## config.mk

```make
export PLATFORM = sky130hd
export DESIGN_NAME = integrated_circuit_core_flat
export DESIGN_NICKNAME = d
export VERILOG_FILES = /design/src/rtl/integrated_circuit_core_if.sv /design/src/rtl/integrated_circuit_core.sv /design/src/flat_wrapper.sv
export SDC_FILE = /design/constraint.sdc
export NUM_CORES = 2
export LEC_CHECK = 0
export CAP_MARGIN = 20
export CORE_ASPECT_RATIO = 1.5
export CORE_MARGIN = 4
export CORE_UTILIZATION = 40
export DETAILED_ROUTE_END_ITERATION = 6
export GPL_ROUTABILITY_DRIVEN = 0
export PLACE_DENSITY = 0.54
export RECOVER_POWER = 50
export SETUP_SLACK_MARGIN = 0.15
export SLEW_MARGIN = 20
export SYNTH_ARGS = -nofsm -noshare
export SYNTH_HDL_FRONTEND = slang
export SYNTH_SLANG_ARGS = --single-unit
```

## constraint.sdc

```tcl
create_clock -name Ref_Clk -period 32.9 [get_ports Ref_Clk]
set_input_delay 8.225 -clock Ref_Clk [delete_from_list [all_inputs] [get_ports Ref_Clk]]
set_output_delay 8.225 -clock Ref_Clk [all_outputs]
set_load 0.01 [all_outputs]
```

## src/rtl/integrated_circuit_core_if.sv

```systemverilog
// Control/status bundle of the frequency multiplier and e^x accelerator.
// The master drives the measurement and computation requests. The slave
// (the core) returns the lock flag, the valid flag and the Q2.16 result.
interface integrated_circuit_core_if;
    logic        adjust;
    logic        inFreq;
    logic [2:0]  n;
    logic        start_acc;
    logic [15:0] x;
    logic        done_multiplier;
    logic        done_expo;
    logic [1:0]  intpart;
    logic [15:0] fracpart;

    modport master (
        output adjust,
        output inFreq,
        output n,
        output start_acc,
        output x,
        input  done_multiplier,
        input  done_expo,
        input  intpart,
        input  fracpart
    );

    modport slave (
        input  adjust,
        input  inFreq,
        input  n,
        input  start_acc,
        input  x,
        output done_multiplier,
        output done_expo,
        output intpart,
        output fracpart
    );
endinterface

```

## src/rtl/integrated_circuit_core.sv

```systemverilog
// Frequency multiplier plus a tick-paced e^x series accelerator.
//
// The multiplier measures the period of inFreq in Ref_Clk cycles. It then
// emits a one-cycle tick every max(period >> n, 1) cycles, so the tick rate
// is inFreq x 2^n. The accelerator evaluates the truncated Taylor series
// e^x = 1 + x + x^2/2! + ... + x^7/7!. It computes one term per tick, and
// each term is built from the previous one as term * x * (1/k).
module integrated_circuit_core (
    input  logic                          Ref_Clk,
    input  logic                          rst,
    integrated_circuit_core_if.slave      bus
);

    typedef enum logic [1:0] {
        M_IDLE  = 2'd0,
        M_WAIT  = 2'd1,
        M_COUNT = 2'd2,
        M_LOCK  = 2'd3
    } m_state_t;

    typedef enum logic [1:0] {
        A_IDLE = 2'd0,
        A_RUN  = 2'd1,
        A_DONE = 2'd2
    } a_state_t;

    // Q0.16 reciprocal of k for the series recurrence. The k = 1 entry
    // saturates at 0xFFFF because 1.0 does not fit in Q0.16.
    function automatic logic [15:0] recip(input logic [2:0] k);
        case (k)
            3'd1:    recip = 16'hFFFF;
            3'd2:    recip = 16'h8000;
            3'd3:    recip = 16'h5555;
            3'd4:    recip = 16'h4000;
            3'd5:    recip = 16'h3333;
            3'd6:    recip = 16'h2AAB;
            3'd7:    recip = 16'h2492;
            default: recip = 16'h0000;
        endcase
    endfunction

    // ------------------------------------------------------------------
    // Frequency multiplier state
    // ------------------------------------------------------------------
    m_state_t    m_state_q, m_state_d;
    logic        sync1_q, sync1_d;
    logic        sync2_q, sync2_d;
    logic        prev_q, prev_d;
    logic [15:0] count_q, count_d;
    logic [15:0] period_q, period_d;
    logic [15:0] div_q, div_d;
    logic [15:0] div_cnt_q, div_cnt_d;

    logic        in_rise;
    logic        tick;
    logic        locked;
    logic [15:0] shifted;

    // ------------------------------------------------------------------
    // Accelerator state
    // ------------------------------------------------------------------
    a_state_t    a_state_q, a_state_d;
    logic [15:0] x_q, x_d;
    logic [17:0] term_q, term_d;
    logic [17:0] sum_q, sum_d;
    logic [2:0]  k_q, k_d;
    logic [17:0] result_q, result_d;

    logic [33:0] prod_tx;
    logic [17:0] t_val;
    logic [33:0] prod_tr;
    logic [17:0] term_next;
    logic [17:0] sum_next;

    // Edge detect on the synchronized reference, plus tick and lock decode.
    always_comb begin
        in_rise = sync2_q & ~prev_q;
        locked  = (m_state_q == M_LOCK);
        tick    = locked && (div_cnt_q == (div_q - 16'd1));
        shifted = count_q >> bus.n;
    end

    // Multiplier next state: measure one inFreq period, then divide it down.
    always_comb begin
        // NOTE: every signal gets its hold value first so that no path through
        // the case statement leaves it unassigned and infers a latch.
        m_state_d = m_state_q;
        sync1_d   = bus.inFreq;
        sync2_d   = sync1_q;
        prev_d    = sync2_q;
        count_d   = count_q;
        period_d  = period_q;
        div_d     = div_q;
        div_cnt_d = div_cnt_q;

        if (bus.adjust) begin
            // A new measurement request overrides whatever was in progress.
            m_state_d = M_WAIT;
            count_d   = '0;
            div_cnt_d = '0;
        end else begin
            case (m_state_q)
                M_IDLE: begin
                end
                M_WAIT: begin
                    if (in_rise) begin
                        m_state_d = M_COUNT;
                        count_d   = 16'd1;
                    end
                end
                M_COUNT: begin
                    if (in_rise) begin
                        m_state_d = M_LOCK;
                        period_d  = count_q;
                        div_d     = (shifted == 16'd0) ? 16'd1 : shifted;
                        div_cnt_d = '0;
                    end else if (count_q != 16'hFFFF) begin
                        count_d = count_q + 16'd1;
                    end
                end
                M_LOCK: begin
                    div_cnt_d = tick ? 16'd0 : (div_cnt_q + 16'd1);
                end
                default: begin
                    m_state_d = M_IDLE;
                end
            endcase
        end
    end

    // One series step: t = term*x >> 16, term' = t*R[k] >> 16, sum' = sum + term'.
    always_comb begin
        prod_tx   = 34'(term_q) * 34'(x_q);
        t_val     = prod_tx[33:16];
        prod_tr   = 34'(t_val) * 34'(recip(k_q));
        term_next = prod_tr[33:16];
        sum_next  = sum_q + term_next;
    end

    // Accelerator next state: start when locked, step on ticks, hold the result.
    always_comb begin
        a_state_d = a_state_q;
        x_d       = x_q;
        term_d    = term_q;
        sum_d     = sum_q;
        k_d       = k_q;
        result_d  = result_q;

        case (a_state_q)
            A_IDLE: begin
                if (bus.start_acc && locked) begin
                    a_state_d = A_RUN;
                    x_d       = bus.x;
                    term_d    = 18'h10000;
                    sum_d     = 18'h10000;
                    k_d       = 3'd1;
                end
            end
            A_RUN: begin
                if (!locked) begin
                    a_state_d = A_IDLE;
                end else if (tick) begin
                    term_d = term_next;
                    sum_d  = sum_next;
                    k_d    = k_q + 3'd1;
                    if (k_q == 3'd7) begin
                        a_state_d = A_DONE;
                        result_d  = sum_next;
                    end
                end
            end
            A_DONE: begin
                if (!bus.start_acc) begin
                    a_state_d = A_IDLE;
                end
            end
            default: begin
                a_state_d = A_IDLE;
            end
        endcase
    end

    // Multiplier registers with synchronous reset.
    always_ff @(posedge Ref_Clk) begin
        // NOTE: non-blocking assignments so every flop samples pre-edge values,
        // which matters for the sync1 -> sync2 -> prev shift chain.
        if (rst) begin
            m_state_q <= M_IDLE;
            sync1_q   <= 1'b0;
            sync2_q   <= 1'b0;
            prev_q    <= 1'b0;
            count_q   <= '0;
            period_q  <= '0;
            div_q     <= '0;
            div_cnt_q <= '0;
        end else begin
            m_state_q <= m_state_d;
            sync1_q   <= sync1_d;
            sync2_q   <= sync2_d;
            prev_q    <= prev_d;
            count_q   <= count_d;
            period_q  <= period_d;
            div_q     <= div_d;
            div_cnt_q <= div_cnt_d;
        end
    end

    // Accelerator registers with synchronous reset.
    always_ff @(posedge Ref_Clk) begin
        if (rst) begin
            a_state_q <= A_IDLE;
            x_q       <= '0;
            term_q    <= '0;
            sum_q     <= '0;
            k_q       <= '0;
            result_q  <= '0;
        end else begin
            a_state_q <= a_state_d;
            x_q       <= x_d;
            term_q    <= term_d;
            sum_q     <= sum_d;
            k_q       <= k_d;
            result_q  <= result_d;
        end
    end

    // Status and result outputs decoded from registered state.
    always_comb begin
        bus.done_multiplier = locked;
        bus.done_expo       = (a_state_q == A_DONE);
        bus.intpart         = result_q[17:16];
        bus.fracpart        = result_q[15:0];
    end

endmodule

```

## src/flat_wrapper.sv

```systemverilog
// flat-port wrapper written by rule: the top's interface ports become plain ports
module integrated_circuit_core_flat 
  (Ref_Clk, rst, bus_adjust, bus_inFreq, bus_n, bus_start_acc, bus_x, bus_done_multiplier, bus_done_expo, bus_intpart, bus_fracpart);
  integrated_circuit_core_if bus_i ();
  input  logic Ref_Clk;
  input  logic rst;
  input wire logic [$bits(bus_i.adjust)-1:0] bus_adjust;
  input wire logic [$bits(bus_i.inFreq)-1:0] bus_inFreq;
  input wire logic [$bits(bus_i.n)-1:0] bus_n;
  input wire logic [$bits(bus_i.start_acc)-1:0] bus_start_acc;
  input wire logic [$bits(bus_i.x)-1:0] bus_x;
  output wire logic [$bits(bus_i.done_multiplier)-1:0] bus_done_multiplier;
  output wire logic [$bits(bus_i.done_expo)-1:0] bus_done_expo;
  output wire logic [$bits(bus_i.intpart)-1:0] bus_intpart;
  output wire logic [$bits(bus_i.fracpart)-1:0] bus_fracpart;
  assign bus_i.adjust = bus_adjust;
  assign bus_i.inFreq = bus_inFreq;
  assign bus_i.n = bus_n;
  assign bus_i.start_acc = bus_start_acc;
  assign bus_i.x = bus_x;
  assign bus_done_multiplier = bus_i.done_multiplier;
  assign bus_done_expo = bus_i.done_expo;
  assign bus_intpart = bus_i.intpart;
  assign bus_fracpart = bus_i.fracpart;
  integrated_circuit_core u_core (.Ref_Clk(Ref_Clk), .rst(rst), .bus(bus_i));
endmodule
```

# Word-level counts from Yosys, hierarchy flattened
# Index checks and enable logic that the tools add are counted.
dict set report word_totals {
  regBits 128
  elab_cells 99
}
dict set report op_classes {
  n_eq_ne 26
  mul 2
  n_shift 1
  addsub 5
  bitwise 3
  mux 30
  reduce_logical 18
}
# cell n
set ops {}
lappend ops {{$pmux 16 s7} 1}
lappend ops {{$mux 16} 6}
lappend ops {{$mux 18} 5}
lappend ops {{$pmux 18 s2} 2}
lappend ops {{$mul 18x16->34} 2}
lappend ops {{$pmux 16 s2} 2}
lappend ops {{$add 16x1->16 const B} 2}
lappend ops {{$add 18x18->18} 1}
lappend ops {{$eq 16x16->1} 1}
lappend ops {{$logic_not 16->1} 1}
lappend ops {{$ne 16x16->1 const B} 1}
lappend ops {{$reduce_and 4->1} 4}
lappend ops {{$shr 16x3->16} 1}
lappend ops {{$sub 16x1->16 const B} 1}
lappend ops {{$mux 2} 7}
lappend ops {{$eq 3x3->1 const B} 4}
lappend ops {{$ne 2x1->1 const B} 6}
lappend ops {{$mux 3} 3}
lappend ops {{$ne 3x2->1 const B} 3}
lappend ops {{$reduce_and 3->1} 3}
lappend ops {{$eq 2x2->1 const B} 3}
lappend ops {{$eq 3x2->1 const B} 2}
lappend ops {{$pmux 2 s3} 1}
lappend ops {{$pmux 3 s2} 1}
lappend ops {{other kinds (15)} 22}

# Longest topological paths before layout
dict set report depth {
  word_depth 7
  depth_mapped 61
  depth_no_buf 60
}

# Worst setup path after synthesis
# Ideal clock, no wire load.
dict set report synth_timing {
  kind {flip-flop to flip-flop}
  start {register u_core.x_q[2]}
  end {register u_core.sum_q[17]}
  required_ns 32.786
  period_less_slack_ns 13.491
  stages_incl_launch_ff 53
  t_arrival_ns 13.377
  n_path_buf 2
  setup_time_ns 0.114
  setup_slack_ns 19.409
  cell_sequence {dfxtp_1 clkbuf_1 clkbuf_1 nand2_1 fa_1 fa_1 fa_1 inv_1 fa_1 fa_1 inv_1 fa_1 inv_1 ha_1 a21oi_1 o21ai_0 a21oi_1 nor2b_1 [... 17 more ...] nand2_1 a2111oi_0 nand2_1 nor3_1 a21bo_2 a31oi_1 xnor2_1 ha_1 a21o_1 a21o_1 a21oi_1 a31o_2 a21oi_1 a31o_2 inv_1 nor3_1 o2111a_1 a21o_1}
}
dict set report synth_between {
  elab_chain_cells 6
}
# item line
set synth_rtl {}
lappend synth_rtl {{start: declaration} integrated_circuit_core.sv:63} ;# logic [15:0] x_q, x_d;
lappend synth_rtl {{start signal: assignment} integrated_circuit_core.sv:212} ;# x_q <= '0;
lappend synth_rtl {{start signal: assignment} integrated_circuit_core.sv:219} ;# x_q <= x_d;
lappend synth_rtl {{$mul 18x16->34} integrated_circuit_core.sv:133} ;# prod_tx = 34'(term_q) * 34'(x_q);
lappend synth_rtl {{$mul 18x16->34} integrated_circuit_core.sv:135} ;# prod_tr = 34'(t_val) * 34'(recip(k_q));
lappend synth_rtl {{$add 18x18->18} integrated_circuit_core.sv:137} ;# sum_next = sum_q + term_next;
lappend synth_rtl {{$mux 18} integrated_circuit_core.sv:162} ;# end else if (tick) begin
lappend synth_rtl {{$mux 18} integrated_circuit_core.sv:160} ;# if (!locked) begin
lappend synth_rtl {{$pmux 18 s2} integrated_circuit_core.sv:149} ;# case (a_state_q)
lappend synth_rtl {{end signal: assignment} integrated_circuit_core.sv:221} ;# sum_q <= sum_d;
lappend synth_rtl {{end: declaration} integrated_circuit_core.sv:65} ;# logic [17:0] sum_q, sum_d;
# No other way between the ends. The select of a mux whose other input is x is not followed.
# A chain may end at the register's enable or synchronous reset.

# Worst setup path in the final report
dict set report layout_timing {
  start {register u_core.x_q[8]}
  end {register u_core.sum_q[17]}
}
# Same word-level chain as after synthesis.

==> impl_metrics.py <==
metrics = {
    "clock_tree": {
        "cts_htree_levels": 4,
        "clk_pin_slew_ns": 0.06,
        "cts.repair.resized": 0,
        "numCtsBuffers": 17,
        "cts_hold_buf": 0,
        "clkLatencyLatePin_ns": 0.44,
        "postCtsSetupBuffers": 0,
        "clock_path_buffers": 2,
        "clkSinkCount": 128,
        "cts_tree": "done",
        "cts_root_buf": "clkbuf_16",
    },
    "worst_hold_path": {
        "min_delay_path_depth": 1,
        "holdCritPathClass": "flop to flop",
    },
    "floorplan": {
        "coreArea_um2": 61000,
        "die-area_um2": 65600,
        "die_w_um": 210,
        "num_rows": 111,
        "initial_core_util": 0.404,
        "die_y_um": 312,
        "io_pins": 44,
    },
    "setup_path": {
        "crit_slowest_cell": "a21oi_1",
        "crit_top_cell": "fa_1",
        "r2r_cells": 49,
        "worstPathMaxFanout": 19,
        "cp_slowest_stage_delay_ns": 0.92,
        "cp.arrival_ns": 16.12,
        "startpoint_type": "flop",
        "critical_path_class": "flop to flop",
        "required_ns": 33.23,
        "cp-end-kind": "flop",
    },
    "synthesis": {
        "syn_area_um2": 24600,
        "synth_top_flop_cell": "dfxtp_1",
        "synth_edf_count": 0,
        "netlist.top_cell.by_area": "fa_1",
        "ys_async_sr_fraction": 0,
        "synth_seq_cells": 128,
        "yosys-top-cells-area": "fa_1, ha_1, dfxtp_1, inv_1, nand2_1",
        "syn_area_per_cell_um2": 8.59,
        "synth-seq-area-share": 0.104,
        "syn_nets": 3562,
        "yosysUniqueCellTypes": 74,
        "netlist.area_leader.share": 0.355,
        "yosysWarnings": 0,
        "syn_inst": 2863,
    },
    "timing": {
        "hold_viol": 0,
        "worst_slew_pin_slew_ns": 2.38,
        "setup_viol": 0,
        "final.setup.tns_ns": 0,
        "min_period_over_period": 0.480,
        "hold_ws_ns": 0.450,
        "slew_headroom": -0.589,
        "rsz0062_at_grt": "false",
        "setup_slack_ns": 17.11,
        "min_period_ns": 15.79,
        "slew_viol_final": 54,
        "finClkSkew_ns": 0.0234,
        "max_freq_mhz": 63.3,
    },
    "power_and_ir_drop": {
        "power.density_nw_per_um2": 13.7,
        "total_power_mw": 0.363,
        "vdd_drop_max_mv": 0.0337,
        "p_leak_nw": 12.7,
    },
    "run": {
        "cap_violations": 1,
    },
    "final_layout": {
        "utilization": 0.434,
        "drive_gt1_frac": 0.0307,
        "n_fill_cell": 6066,
        "final_nets": 3553,
        "antenna_cells": 0,
        "syn_to_final_growth_pct": 7.53,
    },
    "detailed_routing": {
        "vias_per_cell": 5.29,
        "wl_per_cell_um": 20.3,
        "wl_mm": 74.4,
        "route.detailed.drc": 0,
        "first_pass_iters": 5,
        "ant_nets": 0,
        "drt_iter0_drc": 845,
        "vias": 19400,
    },
    "global_routing": {
        "grt_pass1_vias": 21400,
        "grt_max_degree": 54,
        "grt_util_all_layers": 0.231,
        "grt-ovfl-total": 0,
        "antenna_found_initial": 0,
        "grt_pass1_wl_mm": 119,
    },
    "status": {
        "violations": "capacitance limit, slew limit",
        "status": "complete, but fails checks",
    },
    "place": {
        "port_buffers": 43,
        "hpwl_mm": 62.5,
        "place_ws_ns": 17.22,
    },
}
==> state kept, by name, indices dropped and copies added (netlist names) <==
register          flops
u_core.result_q      18
u_core.term_q        18
u_core.sum_q         18
u_core.k_q            3
u_core.prev_d         1
u_core.a_state_q      2
u_core.count_q       16
u_core.prev_q         1
u_core.x_q           16
u_core.div_cnt_q     16
u_core.sync1_q        1
u_core.div_q         16
u_core.m_state_q      2
==> cell type report <==
class	count	area (um2)	area share
inverter	551	2070	0.0782
clock inverter	11	131	0.00497
sequential	128	2560	0.0969
tap	791	990	0.0374
multi-input combinational	2080	19600	0.740
clock buffer	20	457	0.0173
timing repair buffer	76	661	0.0250
==> power by group <==
group	total (mW)	internal (mW)	switching [mW]
Clock	0.196	0.116	0.0798
Sequential	0.156	0.155	0.000429
Combinational	0.0113	0.00442	0.00682
==> path summary, 6_finish.rpt <==
| kind | to | slack (ns) | start |
|---|---|---|---|
| max | u_core.sum_q[17]$_SDFFE_PP0P_ | 17.11 | u_core.x_q[8]$_SDFFE_PP0P_ |
| min | u_core.prev_d$_SDFF_PP0_ | 0.45 | u_core.sync1_q$_SDFF_PP0_ |
| max reg2reg | u_core.sum_q[17]$_SDFFE_PP0P_ | 17.11 | u_core.x_q[8]$_SDFFE_PP0P_ |
| min reg2reg | u_core.prev_d$_SDFF_PP0_ | 0.45 | u_core.sync1_q$_SDFF_PP0_ |
==> layout by cell type (no fill, tap or decap), types with 22 or more instances in the layout <==
cell type | Yosys | layout
a211oi_1 | 22 | 22
a21o_1 | 34 | 34
a21oi_1 | 121 | 121
and2_1 | 177 | 177
and3_1 | 22 | 22
buf_4 | 0 | 30
clkdlybuf4s50_1 | 0 | 22
dfxtp_1 | 128 | 128
fa_1 | 436 | 436
ha_1 | 239 | 239
inv_1 | 549 | 549
mux2i_1 | 35 | 35
nand2_1 | 350 | 350
nand3_1 | 49 | 49
nor2_1 | 199 | 199
nor2b_1 | 23 | 23
o21ai_0 | 59 | 58
xnor2_1 | 61 | 61
xor2_1 | 36 | 36
==> worst max-delay path: cells and delay by family (launching register included) <==
family	cells	cell delay, ns
flip-flops	1	0.89
AND/OR/NAND/NOR	8	1.31
buffers and inverters	7	0.39
XOR/XNOR	1	0.36
adder cells (fa/ha/maj)	15	6.96
AO/OA/AOI/OAI	18	5.73
==> metrics by stage <==
stage / cells / instance area (um2)
3_3_place_gp: 3625 / 25900
3_5_place_dp: 3625 / 25900
4_1_cts: 3656 / 26500
2_1_floorplan: 2863 / 24600
6_report: 3657 / 26500
5_1_grt: 3657 / 26500
==> layer usage <==
metal  vias up  track usage  part of all wire
met5         -            0                 0
met4         0        0.116             0.061
met3       194       0.0236             0.031
met2       492        0.440              0.55
met1      9739        0.249              0.36
li1       8935            -                 -
==> logic make-up after synthesis <==
logic type	count (synthesis)	share of synthesized area
AOI/OAI and AO/OA	338	0.0872
and+or+nand+nor	932	0.181
xor gates and xnor gates	98	0.0352
adders and majority gates	675	0.476
muxes	37	0.0156
DFF	128	0.104
buffers and inverters	655	0.100
==> synthesized netlist by cell type, types with 35 or more instances <==
cell type / count
fa_1: 436
a21oi_1: 121
mux2i_1: 35
xor2_1: 36
xnor2_1: 61
inv_1: 549
ha_1: 239
dfxtp_1: 128
nand2_1: 350
clkbuf_1: 93
and2_1: 177
nor2_1: 199
nand3_1: 49
o21ai_0: 59
(Power assumes the default switching activity.)
